$ cat src/rtl/bcd_conv_arbiter.sv
// Two-requester binary-to-BCD converter: arbitrates between req0/req1 and runs a
// 10-step double-dabble conversion on the winner's operand.
module bcd_conv_arbiter #(
    parameter int FIX_PRIORITY = 0
) (
    input  logic       clk,
    input  logic       rst_n,
    input  logic       req0,
    input  logic [9:0] bin0,
    input  logic       req1,
    input  logic [9:0] bin1,
    output logic       gnt0,
    output logic       gnt1,
    output logic       busy,
    output logic       done,
    output logic       owner,
    output logic [3:0] cen,
    output logic [3:0] dez,
    output logic [3:0] und
);

    typedef enum logic [1:0] {
        IDLE,
        SHIFT,
        DONE
    } state_t;

    state_t     state;
    state_t     state_next;
    logic [3:0] cnt;
    logic [9:0] shreg;
    logic [3:0] wcen;
    logic [3:0] wdez;
    logic [3:0] wund;
    logic       wowner;
    logic       last_gnt;

    logic       any_req;
    logic       winner;
    logic [3:0] adj_dez;
    logic [3:0] adj_und;
    logic [3:0] nxt_cen;
    logic [3:0] nxt_dez;
    logic [3:0] nxt_und;

    assign busy = (state != IDLE);
    assign done = (state == DONE);

    always_comb begin
        any_req = req0 | req1;
        if (req0 && req1) begin
            winner = (FIX_PRIORITY != 0) ? 1'b0 : ~last_gnt;
        end else begin
            winner = ~req0;
        end
    end

    // The hundreds digit is never adjusted: it is the top digit, so it simply
    // accumulates floor(bin/100) in binary, which is how 1023 yields cen=10.
    always_comb begin
        adj_dez = (wdez >= 4'd5) ? wdez + 4'd3 : wdez;
        adj_und = (wund >= 4'd5) ? wund + 4'd3 : wund;
        nxt_cen = {wcen[2:0], adj_dez[3]};
        nxt_dez = {adj_dez[2:0], adj_und[3]};
        nxt_und = {adj_und[2:0], shreg[9]};
    end

    always_ff @(posedge clk or negedge rst_n) begin
        if (!rst_n) begin
            state <= IDLE;
        end else begin
            state <= state_next;
        end
    end

    always_comb begin
        state_next = state;
        case (state)
            IDLE:    if (any_req) state_next = SHIFT;
            SHIFT:   if (cnt == 4'd9) state_next = DONE;
            DONE:    state_next = IDLE;
            default: state_next = IDLE;
        endcase
    end

    always_ff @(posedge clk or negedge rst_n) begin
        if (!rst_n) begin
            cnt      <= 4'd0;
            shreg    <= 10'd0;
            wcen     <= 4'd0;
            wdez     <= 4'd0;
            wund     <= 4'd0;
            wowner   <= 1'b0;
            last_gnt <= 1'b1;
            gnt0     <= 1'b0;
            gnt1     <= 1'b0;
            owner    <= 1'b0;
            cen      <= 4'd0;
            dez      <= 4'd0;
            und      <= 4'd0;
        end else begin
            gnt0 <= 1'b0;
            gnt1 <= 1'b0;
            case (state)
                IDLE: begin
                    if (any_req) begin
                        shreg    <= winner ? bin1 : bin0;
                        wcen     <= 4'd0;
                        wdez     <= 4'd0;
                        wund     <= 4'd0;
                        cnt      <= 4'd0;
                        wowner   <= winner;
                        last_gnt <= winner;
                        gnt0     <= ~winner;
                        gnt1     <= winner;
                    end
                end
                SHIFT: begin
                    wcen  <= nxt_cen;
                    wdez  <= nxt_dez;
                    wund  <= nxt_und;
                    shreg <= {shreg[8:0], 1'b0};
                    cnt   <= cnt + 4'd1;
                    // Final iteration: publish the freshly shifted digits directly.
                    if (cnt == 4'd9) begin
                        cen   <= nxt_cen;
                        dez   <= nxt_dez;
                        und   <= nxt_und;
                        owner <= wowner;
                    end
                end
                default: ;
            endcase
        end
    end

endmodule

$ cat config.mk
export PLATFORM = sky130hd
export DESIGN_NAME = bcd_conv_arbiter
export DESIGN_NICKNAME = d
export VERILOG_FILES = /design/src/rtl/bcd_conv_arbiter.sv
export SDC_FILE = /design/constraint.sdc
export NUM_CORES = 1
export LEC_CHECK = 0
export ABC_CLOCK_PERIOD_IN_PS = 2600
export BUFFER_PORTS_ARGS = -buffer_cell sky130_fd_sc_hd__clkbuf_2
export CORE_MARGIN = 8
export CORE_UTILIZATION = 56
export DETAILED_ROUTE_END_ITERATION = 16
export PLACE_DENSITY = 0.88
export SKIP_LAST_GASP = 1
export SYNTH_ARGS = -nofsm -noshare
export SYNTH_HDL_FRONTEND = slang
export SYNTH_SLANG_ARGS = --single-unit
$ cat constraint.sdc
create_clock -name clk -period 2.6 [get_ports clk]
set_clock_uncertainty 0.15 [all_clocks]
set_input_delay 0.13 -clock clk [delete_from_list [all_inputs] [get_ports clk]]
set_output_delay 0.13 -clock clk [all_outputs]
set_load 0.005 [all_outputs]
==> results by group, run 1 <==
Critical path
  • Worst Path Required: 2.73 ns
  • Startpoint types: input port
  • Category of the worst setup path capture point: flip-flop
  • Worst setup path category: in -> reg
  • Data arrival, critical path: 2.30 ns
  • Largest fanout of any net on the critical path: 18

Clock network
  • Max H-tree Level: 2
  • CTS buffer count: 5
  • Buffer cell driving the clock tree root: sky130_fd_sc_hd__clkbuf_4
  • CTS tree: built
  • Gates resized, CTS repair: 0
  • Worst skew pair latency: 0.37 ns
  • Clock tree sinks: 44
  • Clock buffer depth: 2
  • Clock-pin slew reported for the worst setup and hold paths after clock tree synthesis: 0.14 ns

Synthesis
  • Synthesized flop and latch total: 44
  • Mapped Area: 2040 um2
  • Synthesized instance count: 190
  • Sequential cell area fraction in the yosys report: 0.541
  • Number of enable flip-flop cells after synthesis: 0
  • Area share of the largest cell type after synthesis: 0.528
  • Syn Nets: 220
  • Share of async-settable or async-resettable flops after synthesis: 1.00
  • Average size of a mapped cell: around 11 um2
  • Most used DFF post-synth: sky130_fd_sc_hd__dfrtp_1
  • Cell accounting for the most synthesized area: sky130_fd_sc_hd__dfrtp_1
  • Number of different library cells in the post-synthesis netlist: 28
  • Warnings from Yosys: 0
  • Largest cells by area after synthesis: sky130_fd_sc_hd__dfrtp_1 53%, sky130_fd_sc_hd__o21ai_0 6.6%, sky130_fd_sc_hd__mux2i_1 6.4%, sky130_fd_sc_hd__mux2_2 3.9%, sky130_fd_sc_hd__ha_1 3.7%

Placement
  • PortBufs: 40
  • Global placement routability congestion: ~0.83
  • Worst-case setup slack after placement: a little under 0.8 ns
  • DP Wirelength: 2970 um
  • Placed cells: 276
  • Standard cell area after detailed placement: approximately 2300 um2

Cells and area
  • Number of nets in the final layout: 288
  • Count of fill cells added during filler insertion: 241
  • Post-layout utilization of the core: 0.723
  • Most common cell after layout, fill and taps aside: sky130_fd_sc_hd__dfrtp_1
  • Final instance area: 2590 um2
  • Final cell count without fillers: 307
  • Area Growth Syn to Fin: 27.1%
  • Most frequent cells in the layout: 43 x sky130_fd_sc_hd__dfrtp_1, 40 x sky130_fd_sc_hd__clkbuf_2, 27 x sky130_fd_sc_hd__o21ai_0
  • Layout cell share with drive strength beyond 1: 0.266
  • Antenna diode count: 0

Timing
  • Number of slew-limit violations in the final report: 0
  • Final-report setup violation count: 0
  • Final number of hold-violating endpoints: 0
  • RSZ-0062 raised after global routing: false
  • Hold slack final: 0.0197 ns
  • PnR worst setup slack: between 0.4 and 0.5 ns
  • Max frequency: around 460 MHz
  • Worst slew margin: 0.169
  • Total Negative Setup Slacks: 0 ns
  • Final critical path time including I/O delays and setup: 2.17 ns
  • Final worst path period share: 0.835
  • Slew at the pin with the worst max-slew slack: ~1.2 ns

Die
  • Initial standard-cell utilization of the core: 0.569
  • Height of the chip: 76.3 um
  • Floorplan row count: 22
  • Horizontal die dimension: 76.3 um
  • Core Region: 3580 um2
  • Die area: 5820 um2
  • Boundary pin count: 41

Route
  • Routed len/inst: 16.6 um
  • Detailed-routing iteration count for the pre-antenna-repair pass: 4
  • Total detailed-routing wirelength: 5090 um
  • Post-DRT Antenna Nets: 0
  • DRC marker count from the first detailed-route iteration: 160
  • DRC Markers: 0
  • Ratio of routed vias to standard cells: 5.60
  • Routed via count: 1,719

Outcome
  • Run status: finished clean

Global routing
  • GRT Residual Overflow: 0
  • Global router's overall resource usage: 0.183
  • Antenna violations before repair: 0
  • Global-route wire length before repair: 8680 um
  • Largest net degree at the start of global routing: 35
  • Via count of the first global-routing pass: 1,769

Min path
  • Type of the most critical hold path: in -> reg

Pwr
  • Lkg Pwr: 1.24 nW
  • Peak ir drop on the vdd network: 0.000600 V
  • Pwr/cell area: 1030 nW/um2
  • Overall power after layout: roughly 2.7 mW

Flow run
  • Max cap viols: 0
critical path, cell delays in order:
cell	delay (ns)
sky130_fd_sc_hd__dlygate4sd3_1	0.54
sky130_fd_sc_hd__clkbuf_2	0.13
sky130_fd_sc_hd__o21ai_1	0.96
sky130_fd_sc_hd__buf_4	0.34
sky130_fd_sc_hd__nand3_1	0.09
sky130_fd_sc_hd__o21ai_0	0.10
power by group:
| part | switching (mW) | internal, mW | leakage, nW |
|---|---|---|---|
| combinational | 0.602 | 0.508 | 0.658 |
| clock | 0.228 | 0.133 | 0.0315 |
| sequential | 0.222 | 0.976 | 0.545 |
| total | 1.05 | 1.62 | 1.24 |
path summary, 6_finish.rpt:
path | slack (ns) | end | cells past startpoint | start
setup / recovery | 0.43 | wdez[1]$_DFFE_PN0P_ | 6 | req0
hold / removal | 0.02 | gnt0$_DFF_PN0_ | 4 | req1
setup reg to reg | 0.54 | shreg[9]$_DFFE_PN0P_ | 5 | last_gnt$_DFFE_PN1P_
hold reg to reg | 0.37 | cnt[3]$_DFFE_PN0P_ | 1 | cnt[3]$_DFFE_PN0P_
max in group asynchronous | 1.45 | wund[2]$_DFFE_PN0P_ | 3 | rst_n
min in group asynchronous | 0.22 | shreg[2]$_DFFE_PN0P_ | 2 | rst_n
logic make-up (layout without fill, tap and decap cells):
kind of cell,after synthesis,in the layout,share of synthesized area
compound gates,50,50,0.141
simple gates,48,48,0.123
flops,44,44,0.541
mux,20,20,0.103
buf+inv,20,89,0.0467
fa+ha+maj,6,6,0.0369
xor+xnor,2,2,0.00860
metal layers:
layer / track usage / up-vias / wire length [um]
met2: 0.314 / 58 / 2640
li1: - / 806 / -
met3: 0.0436 / 7 / 302
met5: 0 / - / 0
met4: 0.0942 / 0 / 95
met1: 0.207 / 848 / 2050
state kept, by name, indices dropped and copies added, names as in the netlist:
signal	cells
wund	4
und	4
last_gnt	1
dez	4
state	2
owner	1
gnt0	1
cnt	4
wdez	4
shreg	10
gnt1	1
wcen	3
wowner	1
cen	4
repair_timing:
action	4_1_cts	5_1_grt
hold endpoints to repair	43	0
hold buffers	23	0
buffers inserted	0	0
Yosys cell counts, types with 2 or more instances:
master                     count
sky130_fd_sc_hd__a21oi_1       6
sky130_fd_sc_hd__a21oi_2       3
sky130_fd_sc_hd__a22oi_1       9
sky130_fd_sc_hd__a31oi_1       3
sky130_fd_sc_hd__buf_6         2
sky130_fd_sc_hd__clkbuf_1      5
sky130_fd_sc_hd__dfrtp_1      43
sky130_fd_sc_hd__ha_1          6
sky130_fd_sc_hd__inv_1        11
sky130_fd_sc_hd__mux2_2        7
sky130_fd_sc_hd__mux2i_1      13
sky130_fd_sc_hd__nand2_1      12
sky130_fd_sc_hd__nand2b_1      3
sky130_fd_sc_hd__nand3_1      13
sky130_fd_sc_hd__nor2_1        7
sky130_fd_sc_hd__nor2b_1       3
sky130_fd_sc_hd__nor3_1        3
sky130_fd_sc_hd__nor3b_1       2
sky130_fd_sc_hd__o21ai_0      27
sky130_fd_sc_hd__o21ai_1       2
sky130_fd_sc_hd__or3b_2        2
sky130_fd_sc_hd__xnor2_1       2
area by class of cell:
class | count | area (um2) | area share
clock inverters | 1 | 7.51 | 0.00290
flip-flops and latches | 44 | 1100 | 0.426
well taps | 48 | 60.1 | 0.0232
inverters | 11 | 41.3 | 0.0159
repair buffers | 70 | 483 | 0.187
multi-input cells | 126 | 840 | 0.324
clock buffers | 7 | 55.1 | 0.0213
No activity file was read; power rests on OpenSTA's default activity.
==> inputs of run 2 (changes only) <==
Settings changed: ABC_CLOCK_PERIOD_IN_PS 2600 to 2100, CORE_UTILIZATION 56 to 54, PLACE_DENSITY 0.88 to 0.86.
Clock period 2.6 ns to 2.1 ns, I/O delays scaled along.
==> run 2 against run 1 <==
Sequential share of layout area down 0.91 points. Sequential power rose by 23%. Register-to-register slack got worse by 0.40 ns. Final cell count decreased by 0.33%. Via count shrank 4.6%. Combinational power rose by 22%. Highest routed layer unchanged.
==> results by group, run 2 (same netlist as run 1, synthesis figures left out) <==
Cells and area
  • Most common cell after layout, fill and taps aside: sky130_fd_sc_hd__dfrtp_1
  • Area Growth Syn to Fin: 29.9%
  • Register name with the most flops: shreg
  • Most frequent cells in the layout: 43 x sky130_fd_sc_hd__dfrtp_1, 40 x sky130_fd_sc_hd__clkbuf_2, 27 x sky130_fd_sc_hd__o21ai_0
  • Antenna diode count: 0 (unchanged)
  • Number of flip-flops under the largest register name: 10 (unchanged)
  • Post-layout utilization of the core: 0.728 (+0.00453)
  • Final cell count without fillers: 306 (-0.33%)
  • Number of nets in the final layout: 287 (-0.35%)
  • Layout cell share with drive strength beyond 1: 0.267 (+0.00103)
  • Final instance area: 2650 um2 (+2.2%)

Clock network
  • Clock-pin slew reported for the worst setup and hold paths after clock tree synthesis: 0.08 ns (-0.06 ns)
  • Max H-tree Level: 2 (unchanged)
  • Worst skew pair latency: 0.30 ns (-0.07 ns)
  • Buffer cell driving the clock tree root: sky130_fd_sc_hd__clkbuf_8
  • Clock tree sinks: 44 (unchanged)
  • CTS tree: built
  • CTS buffer count: 5 (unchanged)
  • Clock buffer depth: 2 (unchanged)

Global routing
  • Global router's overall resource usage: 0.167 (-0.0161)
  • GRT Residual Overflow: 0 (unchanged)
  • Global-route wire length before repair: 8080 um (-6.9%)
  • Antenna violations before repair: 0 (unchanged)
  • Largest net degree at the start of global routing: 28 (-20%)
  • Via count of the first global-routing pass: 1,670 (-5.6%)

Route
  • DRC marker count from the first detailed-route iteration: 103 (-36%)
  • Post-DRT Antenna Nets: 0 (unchanged)
  • Routed len/inst: 15.0 um (-9.6%)
  • DRC Markers: 0 (unchanged)
  • Detailed-routing iteration count for the pre-antenna-repair pass: 4 (unchanged)
  • Ratio of routed vias to standard cells: 5.36 (-4.3%)
  • Routed via count: 1,640 (-4.6%)
  • Total detailed-routing wirelength: 4580 um (-9.9%)

Placement
  • Worst-case setup slack after placement: 0.269 ns (-0.504 ns)
  • Standard cell area after detailed placement: 2290 um2 (-0.33%)
  • PortBufs: 40 (unchanged)
  • DP Wirelength: 3020 um (+1.6%)
  • Global placement routability congestion: 0.791 (-5.2%)
  • Placed cells: 275 (-0.36%)

Timing
  • RSZ-0062 raised after global routing: false
  • Hold slack final: 0.0266 ns (+0.00694 ns)
  • Max frequency: 503 MHz
  • Final worst path period share: 0.946
  • Number of slew-limit violations in the final report: 0 (unchanged)
  • Slew at the pin with the worst max-slew slack: 0.464 ns (-0.774 ns)
  • Final-report setup violation count: 0 (unchanged)
  • Total Negative Setup Slacks: 0 ns (unchanged)
  • Final number of hold-violating endpoints: 0 (unchanged)
  • Final critical path time including I/O delays and setup: 1.99 ns
  • Worst slew margin: 0.691 (+0.522)
  • PnR worst setup slack: 0.113 ns (-0.315 ns)

Pwr
  • Overall power after layout: 3.52 mW (+32%)
  • Peak ir drop on the vdd network: 0.000762 V (+27%)
  • Pwr/cell area: 1330 nW/um2 (+29%)
  • Lkg Pwr: 1.26 nW (+2.3%)

Min path
  • Type of the most critical hold path: in -> reg

Die
  • Height of the chip: 77.4 um (+1.4%)
  • Horizontal die dimension: 77.4 um (+1.4%)
  • Core Region: 3630 um2 (+1.5%)
  • Boundary pin count: 41 (unchanged)
  • Initial standard-cell utilization of the core: 0.561 (-0.00862)
  • Floorplan row count: 22 (unchanged)
  • Die area: 5990 um2 (+2.9%)

Flow run
  • Max cap viols: 0 (unchanged)

Critical path
  • Data arrival, critical path: 2.01 ns (-0.29 ns)
  • Worst setup path category: in -> reg
  • Worst Path Required: 2.12 ns (-0.61 ns)
  • Category of the worst setup path capture point: flip-flop
  • Startpoint types: input port
  • Largest fanout of any net on the critical path: 11 (-7)

Outcome
  • Run status: finished clean
run 2: changes by cell type in the layout (fill, tap and decap cells not counted):
cell	before	now
sky130_fd_sc_hd__clkbuf_4	5	0
sky130_fd_sc_hd__clkbuf_8	1	7
sky130_fd_sc_hd__buf_4	7	6
sky130_fd_sc_hd__bufinv_16	0	1
sky130_fd_sc_hd__clkbuf_1	1	0
sky130_fd_sc_hd__clkinvlp_4	1	0
run 2: worst paths after layout:
path / endpoint / start / cells after the start / slack [ns]
min in group asynchronous: gnt1$_DFF_PN0_ / rst_n / 2 / 0.13
hold / removal: wowner$_DFFE_PN0P_ / req1 / 3 / 0.03
max in group asynchronous: wund[0]$_DFFE_PN0P_ / rst_n / 3 / 0.96
setup / recovery: shreg[4]$_DFFE_PN0P_ / req0 / 7 / 0.11
setup reg to reg: shreg[4]$_DFFE_PN0P_ / last_gnt$_DFFE_PN1P_ / 5 / 0.14
hold reg to reg: cnt[3]$_DFFE_PN0P_ / cnt[3]$_DFFE_PN0P_ / 1 / 0.36
run 2: repair_timing:
item / CTS / global route
endpoints found under the setup margin: 0 / 0
hold buffers: 23 / 0
resized for setup: 0 / 0
hold endpoints to repair: 29 / 0
buffers inserted: 0 / 0
run 2: power by group:
group	internal, mW	switching, mW
clock network	0.420	0.279
logic	0.623	0.725
registers	1.21	0.267
run 2: cell type report:
| cell class | count | area [um2] |
|---|---|---|
| clock buffer | 7 | 96.3 |
| clock inverter | 1 | 30.0 |
| fill | 263 | 988 |
| inverter | 11 | 41.3 |
| multi-input combinational | 126 | 840 |
| sequential | 44 | 1100 |
| tap | 48 | 60.1 |
| timing repair buffer | 69 | 475 |
run 2: per-layer routing:
layer  vias to the layer above  GRT usage  wire [um]
met1                       784      0.200       1910
li1                        798          -          -
met4                         0     0.0679         98
met5                         -          0          0
met2                        51      0.275       2340
met3                         7     0.0495        243
run 2: worst max-delay path, stage by stage:
cell and delay, ns:
sky130_fd_sc_hd__dlygate4sd3_1 0.53, sky130_fd_sc_hd__clkbuf_2 0.13, sky130_fd_sc_hd__o21ai_1 0.11, sky130_fd_sc_hd__buf_4 0.26, sky130_fd_sc_hd__mux2i_1 0.22, sky130_fd_sc_hd__dlygate4sd3_1 0.57
sky130_fd_sc_hd__o21ai_0 0.08
